==> src/rtl/lpc_io_pkg.sv <==
// Shared constants, target indices and state encoding for the LPC I/O arbiter.
package lpc_io_pkg;

  localparam logic [15:0] POST_ADDR = 16'h0080;
  localparam logic [15:0] COM0_BASE = 16'h03F8;
  localparam logic [15:0] COM1_BASE = 16'h02F8;

  localparam int TGT_POST = 0;
  localparam int TGT_COM0 = 1;
  localparam int TGT_COM1 = 2;
  localparam int TGT_GPIO = 3;
  localparam int N_TGT    = 4;

  typedef enum logic [1:0] {
    ST_IDLE   = 2'd0,
    ST_ACCESS = 2'd1,
    ST_WAIT   = 2'd2,
    ST_DONE   = 2'd3
  } lpc_state_t;

  function automatic logic in_window8(input logic [15:0] addr, input logic [15:0] base);
    return addr[15:3] == base[15:3];
  endfunction

endpackage

==> src/rtl/lpc_io_arbiter_if.sv <==
// Host-side backend bus plus target-side strobes of the LPC I/O arbiter.
interface lpc_io_arbiter_if;
  logic        lpc_en;
  logic [15:0] lpc_addr;
  logic        io_rden;
  logic        io_wren;
  logic [7:0]  lpc_wdata;
  logic        addr_hit;
  logic [7:0]  lpc_rdata;
  logic        lpc_done;
  logic        lpc_err;
  logic        busy;
  logic [3:0]  dev_cs;
  logic [2:0]  dev_addr;
  logic [7:0]  dev_wdata;
  logic        dev_rden;
  logic        dev_wren;
  logic [3:0]  dev_ack;
  logic [31:0] dev_rdata;

  modport slave (
    input  lpc_en, lpc_addr, io_rden, io_wren, lpc_wdata, dev_ack, dev_rdata,
    output addr_hit, lpc_rdata, lpc_done, lpc_err, busy,
           dev_cs, dev_addr, dev_wdata, dev_rden, dev_wren
  );

  modport master (
    output lpc_en, lpc_addr, io_rden, io_wren, lpc_wdata, dev_ack, dev_rdata,
    input  addr_hit, lpc_rdata, lpc_done, lpc_err, busy,
           dev_cs, dev_addr, dev_wdata, dev_rden, dev_wren
  );
endinterface

==> src/rtl/lpc_addr_decode.sv <==
// Combinational I/O address decode: window hit, one-hot target select, offset.
// COM1 window is decoded only when LPC_COM1_EN is defined.
module lpc_addr_decode
  import lpc_io_pkg::*;
#(
  parameter logic [15:0] GPIO_BASE = 16'h0A00
) (
  input  logic [15:0] addr_i,
  output logic        hit_o,
  output logic [3:0]  sel_o,
  output logic [2:0]  offset_o
);

  always_comb begin
    sel_o           = '0;
    sel_o[TGT_POST] = (addr_i == POST_ADDR);
    sel_o[TGT_COM0] = in_window8(addr_i, COM0_BASE);
`ifdef LPC_COM1_EN
    sel_o[TGT_COM1] = in_window8(addr_i, COM1_BASE);
`else
    sel_o[TGT_COM1] = 1'b0;
`endif
    // fixed windows win if GPIO_BASE is misplaced on top of one, keeping sel one-hot
    sel_o[TGT_GPIO] = in_window8(addr_i, GPIO_BASE) & ~(|sel_o[2:0]);
    hit_o           = |sel_o;
    offset_o        = sel_o[TGT_POST] ? 3'd0 : addr_i[2:0];
  end

endmodule

==> src/rtl/lpc_io_arbiter.sv <==
// LPC I/O arbiter: routes backend I/O cycles to POST/COM0/COM1/GPIO targets with ack timeout.
// States: IDLE wait for request | ACCESS strobe target | WAIT await ack | DONE completion pulse
module lpc_io_arbiter
  import lpc_io_pkg::*;
#(
  parameter int unsigned  TIMEOUT_CYCLES = 8,
  parameter logic [15:0]  GPIO_BASE      = 16'h0A00
) (
  input  logic             lclk,
  input  logic             lreset_n,
  lpc_io_arbiter_if.slave  bus
);

  localparam logic [7:0] TO_LIMIT = TIMEOUT_CYCLES[7:0];

  lpc_state_t  state_q;
  logic [7:0]  cnt_q;
  logic [3:0]  cs_q;
  logic [2:0]  addr_q;
  logic [7:0]  wdata_q;
  logic        is_rd_q;
  logic        rden_q;
  logic        wren_q;
  logic        done_q;
  logic        err_q;
  logic [7:0]  rdata_q;

  logic        hit;
  logic [3:0]  sel;
  logic [2:0]  offset;
  logic        req_ok;
  logic        ack_sel;
  logic [7:0]  rd_byte;

  lpc_addr_decode #(.GPIO_BASE(GPIO_BASE)) u_decode (
    .addr_i   (bus.lpc_addr),
    .hit_o    (hit),
    .sel_o    (sel),
    .offset_o (offset)
  );

  assign req_ok  = bus.lpc_en & hit & (bus.io_rden ^ bus.io_wren);
  assign ack_sel = |(bus.dev_ack & cs_q);

  always_comb begin
    rd_byte = '0;
    for (int i = 0; i < N_TGT; i++) begin
      if (cs_q[i]) rd_byte = bus.dev_rdata[i*8 +: 8];
    end
  end

  always_ff @(posedge lclk or negedge lreset_n) begin
    if (!lreset_n) begin
      state_q <= ST_IDLE;
      cnt_q   <= '0;
      cs_q    <= '0;
      addr_q  <= '0;
      wdata_q <= '0;
      is_rd_q <= 1'b0;
      rden_q  <= 1'b0;
      wren_q  <= 1'b0;
      done_q  <= 1'b0;
      err_q   <= 1'b0;
      rdata_q <= 8'hFF;
    end else begin
      rden_q <= 1'b0;
      wren_q <= 1'b0;
      done_q <= 1'b0;
      err_q  <= 1'b0;
      case (state_q)
        ST_IDLE: begin
          if (req_ok) begin
            state_q <= ST_ACCESS;
            cnt_q   <= '0;
            cs_q    <= sel;
            addr_q  <= offset;
            wdata_q <= bus.lpc_wdata;
            is_rd_q <= bus.io_rden;
            rden_q  <= bus.io_rden;
            wren_q  <= bus.io_wren;
          end
        end
        ST_ACCESS, ST_WAIT: begin
          if (ack_sel) begin
            state_q <= ST_DONE;
            done_q  <= 1'b1;
            cs_q    <= '0;
            if (is_rd_q) rdata_q <= rd_byte;
          end else if (state_q == ST_WAIT && cnt_q == TO_LIMIT) begin
            state_q <= ST_DONE;
            done_q  <= 1'b1;
            err_q   <= 1'b1;
            cs_q    <= '0;
            if (is_rd_q) rdata_q <= 8'hFF;
          end else begin
            state_q <= ST_WAIT;
            cnt_q   <= cnt_q + 8'd1;
          end
        end
        ST_DONE: state_q <= ST_IDLE;
        default: state_q <= ST_IDLE;
      endcase
    end
  end

  assign bus.addr_hit  = hit;
  assign bus.lpc_rdata = rdata_q;
  assign bus.lpc_done  = done_q;
  assign bus.lpc_err   = err_q;
  assign bus.busy      = (state_q != ST_IDLE);
  assign bus.dev_cs    = cs_q;
  assign bus.dev_addr  = addr_q;
  assign bus.dev_wdata = wdata_q;
  assign bus.dev_rden  = rden_q;
  assign bus.dev_wren  = wren_q;

endmodule

==> src/flat_wrapper.sv <==
// flat-port wrapper written by rule: the top's interface ports become plain ports
module lpc_io_arbiter_flat import lpc_io_pkg::*;
#(
  parameter int unsigned  TIMEOUT_CYCLES = 8,
  parameter logic [15:0]  GPIO_BASE      = 16'h0A00
)
  (lclk, lreset_n, bus_lpc_en, bus_lpc_addr, bus_io_rden, bus_io_wren, bus_lpc_wdata, bus_dev_ack, bus_dev_rdata, bus_addr_hit, bus_lpc_rdata, bus_lpc_done, bus_lpc_err, bus_busy, bus_dev_cs, bus_dev_addr, bus_dev_wdata, bus_dev_rden, bus_dev_wren);
  lpc_io_arbiter_if bus_i ();
  input  logic lclk;
  input  logic lreset_n;
  input wire logic [$bits(bus_i.lpc_en)-1:0] bus_lpc_en;
  input wire logic [$bits(bus_i.lpc_addr)-1:0] bus_lpc_addr;
  input wire logic [$bits(bus_i.io_rden)-1:0] bus_io_rden;
  input wire logic [$bits(bus_i.io_wren)-1:0] bus_io_wren;
  input wire logic [$bits(bus_i.lpc_wdata)-1:0] bus_lpc_wdata;
  input wire logic [$bits(bus_i.dev_ack)-1:0] bus_dev_ack;
  input wire logic [$bits(bus_i.dev_rdata)-1:0] bus_dev_rdata;
  output wire logic [$bits(bus_i.addr_hit)-1:0] bus_addr_hit;
  output wire logic [$bits(bus_i.lpc_rdata)-1:0] bus_lpc_rdata;
  output wire logic [$bits(bus_i.lpc_done)-1:0] bus_lpc_done;
  output wire logic [$bits(bus_i.lpc_err)-1:0] bus_lpc_err;
  output wire logic [$bits(bus_i.busy)-1:0] bus_busy;
  output wire logic [$bits(bus_i.dev_cs)-1:0] bus_dev_cs;
  output wire logic [$bits(bus_i.dev_addr)-1:0] bus_dev_addr;
  output wire logic [$bits(bus_i.dev_wdata)-1:0] bus_dev_wdata;
  output wire logic [$bits(bus_i.dev_rden)-1:0] bus_dev_rden;
  output wire logic [$bits(bus_i.dev_wren)-1:0] bus_dev_wren;
  assign bus_i.lpc_en = bus_lpc_en;
  assign bus_i.lpc_addr = bus_lpc_addr;
  assign bus_i.io_rden = bus_io_rden;
  assign bus_i.io_wren = bus_io_wren;
  assign bus_i.lpc_wdata = bus_lpc_wdata;
  assign bus_i.dev_ack = bus_dev_ack;
  assign bus_i.dev_rdata = bus_dev_rdata;
  assign bus_addr_hit = bus_i.addr_hit;
  assign bus_lpc_rdata = bus_i.lpc_rdata;
  assign bus_lpc_done = bus_i.lpc_done;
  assign bus_lpc_err = bus_i.lpc_err;
  assign bus_busy = bus_i.busy;
  assign bus_dev_cs = bus_i.dev_cs;
  assign bus_dev_addr = bus_i.dev_addr;
  assign bus_dev_wdata = bus_i.dev_wdata;
  assign bus_dev_rden = bus_i.dev_rden;
  assign bus_dev_wren = bus_i.dev_wren;
  lpc_io_arbiter #(.TIMEOUT_CYCLES(TIMEOUT_CYCLES), .GPIO_BASE(GPIO_BASE)) u_core (.lclk(lclk), .lreset_n(lreset_n), .bus(bus_i));
endmodule
==> config.mk <==
export PLATFORM = sky130hd
export DESIGN_NAME = lpc_io_arbiter_flat
export DESIGN_NICKNAME = d
export VERILOG_FILES = /design/src/rtl/lpc_io_pkg.sv /design/src/rtl/lpc_io_arbiter_if.sv /design/src/rtl/lpc_addr_decode.sv /design/src/rtl/lpc_io_arbiter.sv /design/src/flat_wrapper.sv
export SDC_FILE = /design/constraint.sdc
export NUM_CORES = 1
export LEC_CHECK = 0
export ABC_AREA = 1
export CAP_MARGIN = 20
export CORE_ASPECT_RATIO = 1.75
export CORE_MARGIN = 5
export CORE_UTILIZATION = 30
export DETAILED_ROUTE_END_ITERATION = 8
export PLACE_DENSITY = 0.65
export SETUP_SLACK_MARGIN = 0.05
export SYNTH_ARGS = -nofsm -noshare
export SYNTH_HDL_FRONTEND = slang
export SYNTH_SLANG_ARGS = --single-unit
==> constraint.sdc <==
create_clock -name lclk -period 4 [get_ports lclk]
set_clock_uncertainty 0.05 [all_clocks]
set_input_delay 0.8 -clock lclk [delete_from_list [all_inputs] [get_ports lclk]]
set_output_delay 0.8 -clock lclk [all_outputs]
set_load 0.01 [all_outputs]
Word-level counts from Yosys, hierarchy flattened
Index checks and enable logic that the tools add are counted.
- latch bits: 0
- memories: 0
- memory bits (read-only): 0
- RAM bits: 0
- bits in registers: 38
- equal/unequal tests: 11
- $add $sub $neg: 1
- multipliers: 0
- divide/modulo/power cells: 0
- muxes and demuxes: 30
- $lt $le $gt $ge: 0
- reduce and logical (&&, ||, !) cells: 13
- bitwise gates (word level): 6
- shift operators: 0
- operators by type and width (cell ; count):
    $mux W8 ; 11
    $eq A16 B8 Y1 const B ; 1
    $pmux W8 S2 ; 1
    $eq A13 B7 Y1 const B ; 1
    $eq A13 B9 Y1 const B ; 1
    $mux W4 ; 3
    $mux W1 ; 10
    $add A8 B1 Y8 const B ; 1
    $eq A8 B4 Y1 const B ; 1
    $pmux W4 S2 ; 1
    $pmux W2 S3 ; 1
    $reduce_and A3 Y1 ; 2
    $reduce_bool A2 Y1 ; 3
    $and A4 B4 Y4 ; 1
    $eq A2 B2 Y1 const B ; 2
    $mux W2 ; 2
    $ne A2 B2 Y1 const B ; 2
    $reduce_and A4 Y1 ; 1
    $reduce_or A2 Y1 ; 2
    $reduce_or A4 Y1 ; 1
    $and A1 B1 Y1 ; 3
    $mux W3 ; 1
    $ne A3 B1 Y1 const B ; 1
    $reduce_or A3 Y1 ; 1
    7 further kinds ; 7

Logic depth before layout (Yosys ltp)
- depth after elaboration: 9
- gate-level depth with buffers: 11

Cells and area by module
Synthesis repeated with hierarchy kept, for this count alone.
- cell total of the unflattened synthesis: 362
- area total of the unflattened synthesis: 2398.6 sq um
- by module, submodules not included (module ; instances ; cells an instance ; sequential area each (sq um) ; area an instance (sq um)):
    lpc_io_arbiter ; 1 ; 318 ; 960.9 ; 2214.6
    lpc_addr_decode ; 1 ; 44 ; 0.0 ; 183.9

Worst setup path after synthesis
OpenSTA, ideal clock, no wires.
- path type: input to output
- from: input bus_lpc_addr[12]
- to: output bus_addr_hit
- path slack: 1.861 ns
- data arrival time: 1.289 ns
- path buffers: 0
- data required time: 3.150 ns
- cell stages on the path: 5
- cell sequence: nor2_1 > nand2_1 > nor2_2 > nand2_1 > nand3_2
- cells in the longest elaborated chain, start to end: 5
- ends and longest elaborated chain (item ; line ; RTL):
    start, declared ; flat_wrapper.sv:12 ; input wire logic [$bits(bus_i.lpc_addr)-1:0] bus_lpc_addr;
    $eq A16 B8 Y1 or $eq A13 B7 Y1 (tied branches) ; lpc_addr_decode.sv:16, lpc_io_pkg.sv:22 ;
    $reduce_or A2 Y1 ; lpc_addr_decode.sv:24 ; sel_o[TGT_GPIO] = in_window8(addr_i, GPIO_BASE) & ~(|sel_o[2:0]);
    $not A1 Y1 ; lpc_addr_decode.sv:24 ;
    $and A1 B1 Y1 ; lpc_addr_decode.sv:24 ;
    $reduce_or A3 Y1 * ; lpc_addr_decode.sv:25 ; hit_o = |sel_o;
    end, declared ; flat_wrapper.sv:18 ; output wire logic [$bits(bus_i.addr_hit)-1:0] bus_addr_hit;
Mark *: on every way between the ends. The rest lies on a longest branch, timed or not.

Worst setup path after layout
- from: input bus_lpc_addr[7]
- to: output bus_addr_hit
Same word-level chain as after synthesis.

==> summary.md <==
| Metric | Value |
|---|---|
| Total number of vias | 2117 |
| Die area | 9016 sq um |
| 1st-pass router iterations | 4 |
| Die Y | 121.9 microns |
| Worst Hold Class | flop to flop |
| DRC Markers | 0 |
| Fin. Hold Viols | 0 |
| Critical path class | input port to output port |
| Synth Flop Type | dfrtp_1 |
| Final instance area | 3179 sq um |
| Largest net degree at the start of global routing | 38 |
| Nets | 445 |
| Global-route wire length before repair | 9.473 mm |
| Placed cell area | 3012 sq um |
| Post-CTS setup buffer count | 0 |
| CTS tree | yes |
| Synthesized area | 2147 sq um |
| Post-place setup slack | 0.7746 ns |
| GR Util All Layers | 13.36% |
| Sw Share | 33.68% |
| CP Capture Type | output port |
| Drt total wl | 5.661 mm |
| Yosys cell types | 32 |
| Sequential Power Share | 33.0% |
| Asr flop ratio synth | 100.0% |
| Area delta synth->final | 48.08% |
| Most frequent cells in the layout | nand2_1, clkdlybuf4s50_1, dfrtp_1 |
| Slew HR | 46.12% |
| Synthesized flop and latch total | 37 |
| Clk buf depth | 2 |
| Clock Latency Late Sink | 0.28 ns |
| Crit path time final | 3.216 ns |
| CP max FO | 3 |
| Core ar. | 6907 sq um |
| Num CTS Buffers | 5 |
| Sink Count | 37 |
| Final worst slack | 0.7844 ns |
| Wire per inst | 12.31 microns |
| Peak supply drop | 0.0002858 V |
| Total grt overflow | 0 |
| Power, Total | 1266 uW |
| Initial Util | 31.09% |
| DP HPWL | 4.479 mm |
| Layout fillers | 696 |
| FMAX | 0.3110 GHz |
| Clock tree root buffer cell | clkbuf_16 |
| Slew @ Worst Pin | 0.8082 ns |
| # rows | 40 |
| Yosys warnings | 0 |
| PortBufs | 83 |
| GPL Wtd Cong | 0.8372 |
| Setup violations, final | 0 |
| I/O pins | 94 |
| Vias in the first global route | 2083 |
| Required @ worst endpoint | 3.15 ns |
| Die Wd | 73.95 microns |
| Layout Cells excl Fill | 460 |
| Max-slew violations | 0 |
| Cell Pwr Density | 398.2 nW/um^2 |
| Internal power | 839.6 uW |
| Synth Area per Inst | 7.303 sq um |
| Crit start category | input port |
| Maximum capacitance violations | 0 |
| Post-cts sizing count | 0 |
| Clock share of power | 34.8% |
| Psw | 426.3 uW |
| Post-Synthesis Cells | 294 |
| RSZ-0062 raised after global routing | false |
| Logic pwr share | 32.2% |
| Vias per cell | 4.602 |
| Arrival @ worst endpoint | 2.37 ns |
| Post-Place Cells | 452 |
| Drt initial violations | 45 |
| Clock-pin slew on the worst setup and hold paths | 0.05 ns |
| Fin crit share | 80.39% |
| Initial antenna violation count | 0 |
| Antenna-violating nets left | 0 |
| Cts hold-fix bufs | 0 |
| Htree depth | 2 |
| Layout cells sized above 1 | 7.713% |
| Status | finished, final reports clean |
| Static Leakage | 0.001471 uW |
| Leading cell type in the layout, fill and taps excluded | nand2_1 |
| Mapped Nets | 364 |
| Setup TNS Final | 0 ns |
| Post-synthesis sequential area ratio | 43.59% |
| ANT cells | 0 |
| Number of synthesized flops with an enable pin | 0 |
-- final cells by class --
class / count / area [sq um] / area share (%)
Clock buffer: 6 / 128.9 / 4.054
Inverter: 25 / 93.84 / 2.952
Multi-Input combinational cell: 223 / 1051 / 33.06
Sequential cell: 37 / 935.9 / 29.44
Timing Repair Buffer: 83 / 825.8 / 25.97
Clock inverter: 2 / 38.79 / 1.220
Tap cell: 84 / 105.1 / 3.306
-- state kept, by name (all words and copies together) (netlist names) --
name and flops:
u_core.bus.dev_addr 3, u_core.bus.dev_cs 3, u_core.bus.dev_rden 1, u_core.bus.dev_wdata 8, u_core.bus.dev_wren 1, u_core.bus.lpc_done 1, u_core.bus.lpc_err 1, u_core.bus.lpc_rdata 8
u_core.cnt_q 8, u_core.is_rd_q 1, u_core.state_q 2
-- Yosys cell counts, types with 3 or more instances --
master,n,area [sq um]
buf_2,4,20.02
nor2_1,28,105.1
o21ai_0,13,65.06
dfstp_2,8,210.2
o21ai_1,8,40.04
ha_1,5,62.56
nand2_1,111,416.7
inv_1,23,86.33
a21oi_1,12,60.06
nand2_4,3,33.78
dfrtp_1,29,725.7
nand3_1,26,130.1
-- path summary, 6_finish.rpt --
kind / startpoint / endpoint / slack [ns] / cells past startpoint
worst max-delay path: bus_lpc_addr[7] / bus_addr_hit / 0.78 / 8
worst min-delay path: u_core.bus.dev_wdata[3]$_DFFE_PN0P_ / u_core.bus.dev_wdata[3]$_DFFE_PN0P_ / 0.43 / 2
worst max register to register: u_core.state_q[0]$_DFFE_PN0P_ / u_core.cnt_q[0]$_DFFE_PN0P_ / 2.16 / 7
worst min register to register: u_core.bus.dev_wdata[3]$_DFFE_PN0P_ / u_core.bus.dev_wdata[3]$_DFFE_PN0P_ / 0.43 / 2
max in group asynchronous: lreset_n / u_core.bus.dev_cs[1]$_DFFE_PN0P_ / 2.82 / 1
min in group asynchronous: lreset_n / u_core.cnt_q[5]$_DFFE_PN0P_ / 0.57 / 1
-- logic make-up (layout without fill, tap and decap cells) --
| logic type | after synthesis | after routing | share of synthesized area (%) |
|---|---|---|---|
| flops | 37 | 37 | 43.59 |
| other cells | 1 | 1 | 0.1747 |
| compound gates | 36 | 36 | 9.150 |
| simple gates | 180 | 180 | 36.31 |
| buf+inv | 34 | 116 | 7.459 |
| xor+xnor | 1 | 1 | 0.4080 |
| fa+ha+maj | 5 | 5 | 2.914 |
-- power by group through the flow --
stage	Combinational [uW]	Clock (uW)	Sequential, uW
final	407	440	418
after global routing	462	462	423
after CTS	411	455	418
after detailed placement	409	0	424
after global placement	407	0	423
after floorplan	291	0	420
-- worst max-delay path, cell delays in order --
cell	delay [ns]
clkdlybuf4s50_1	0.51
inv_1	0.05
nor2_1	0.08
nand2_1	0.06
nor2_2	0.08
nand2_1	0.08
nand3_2	0.13
clkdlybuf4s50_1	0.58
-- metal layers --
metal / vias to the layer above / global-route usage (%) / wire [microns]
li1: 1090 / - / -
met1: 954 / 13.98 / 2098
met2: 63 / 24.44 / 2979
met3: 10 / 2.725 / 384
met4: 0 / 6.463 / 198
met5: - / 0 / 0
-- metrics by stage --
step	util, %	hold slack, ns
after floorplan	-	0.4030
after global placement	43.61	0.4135
after detailed placement	43.61	0.4192
after CTS	46.03	0.4348
after global routing	46.03	0.4543
final	46.03	0.4322
No activity file was read; power rests on OpenSTA's default activity.
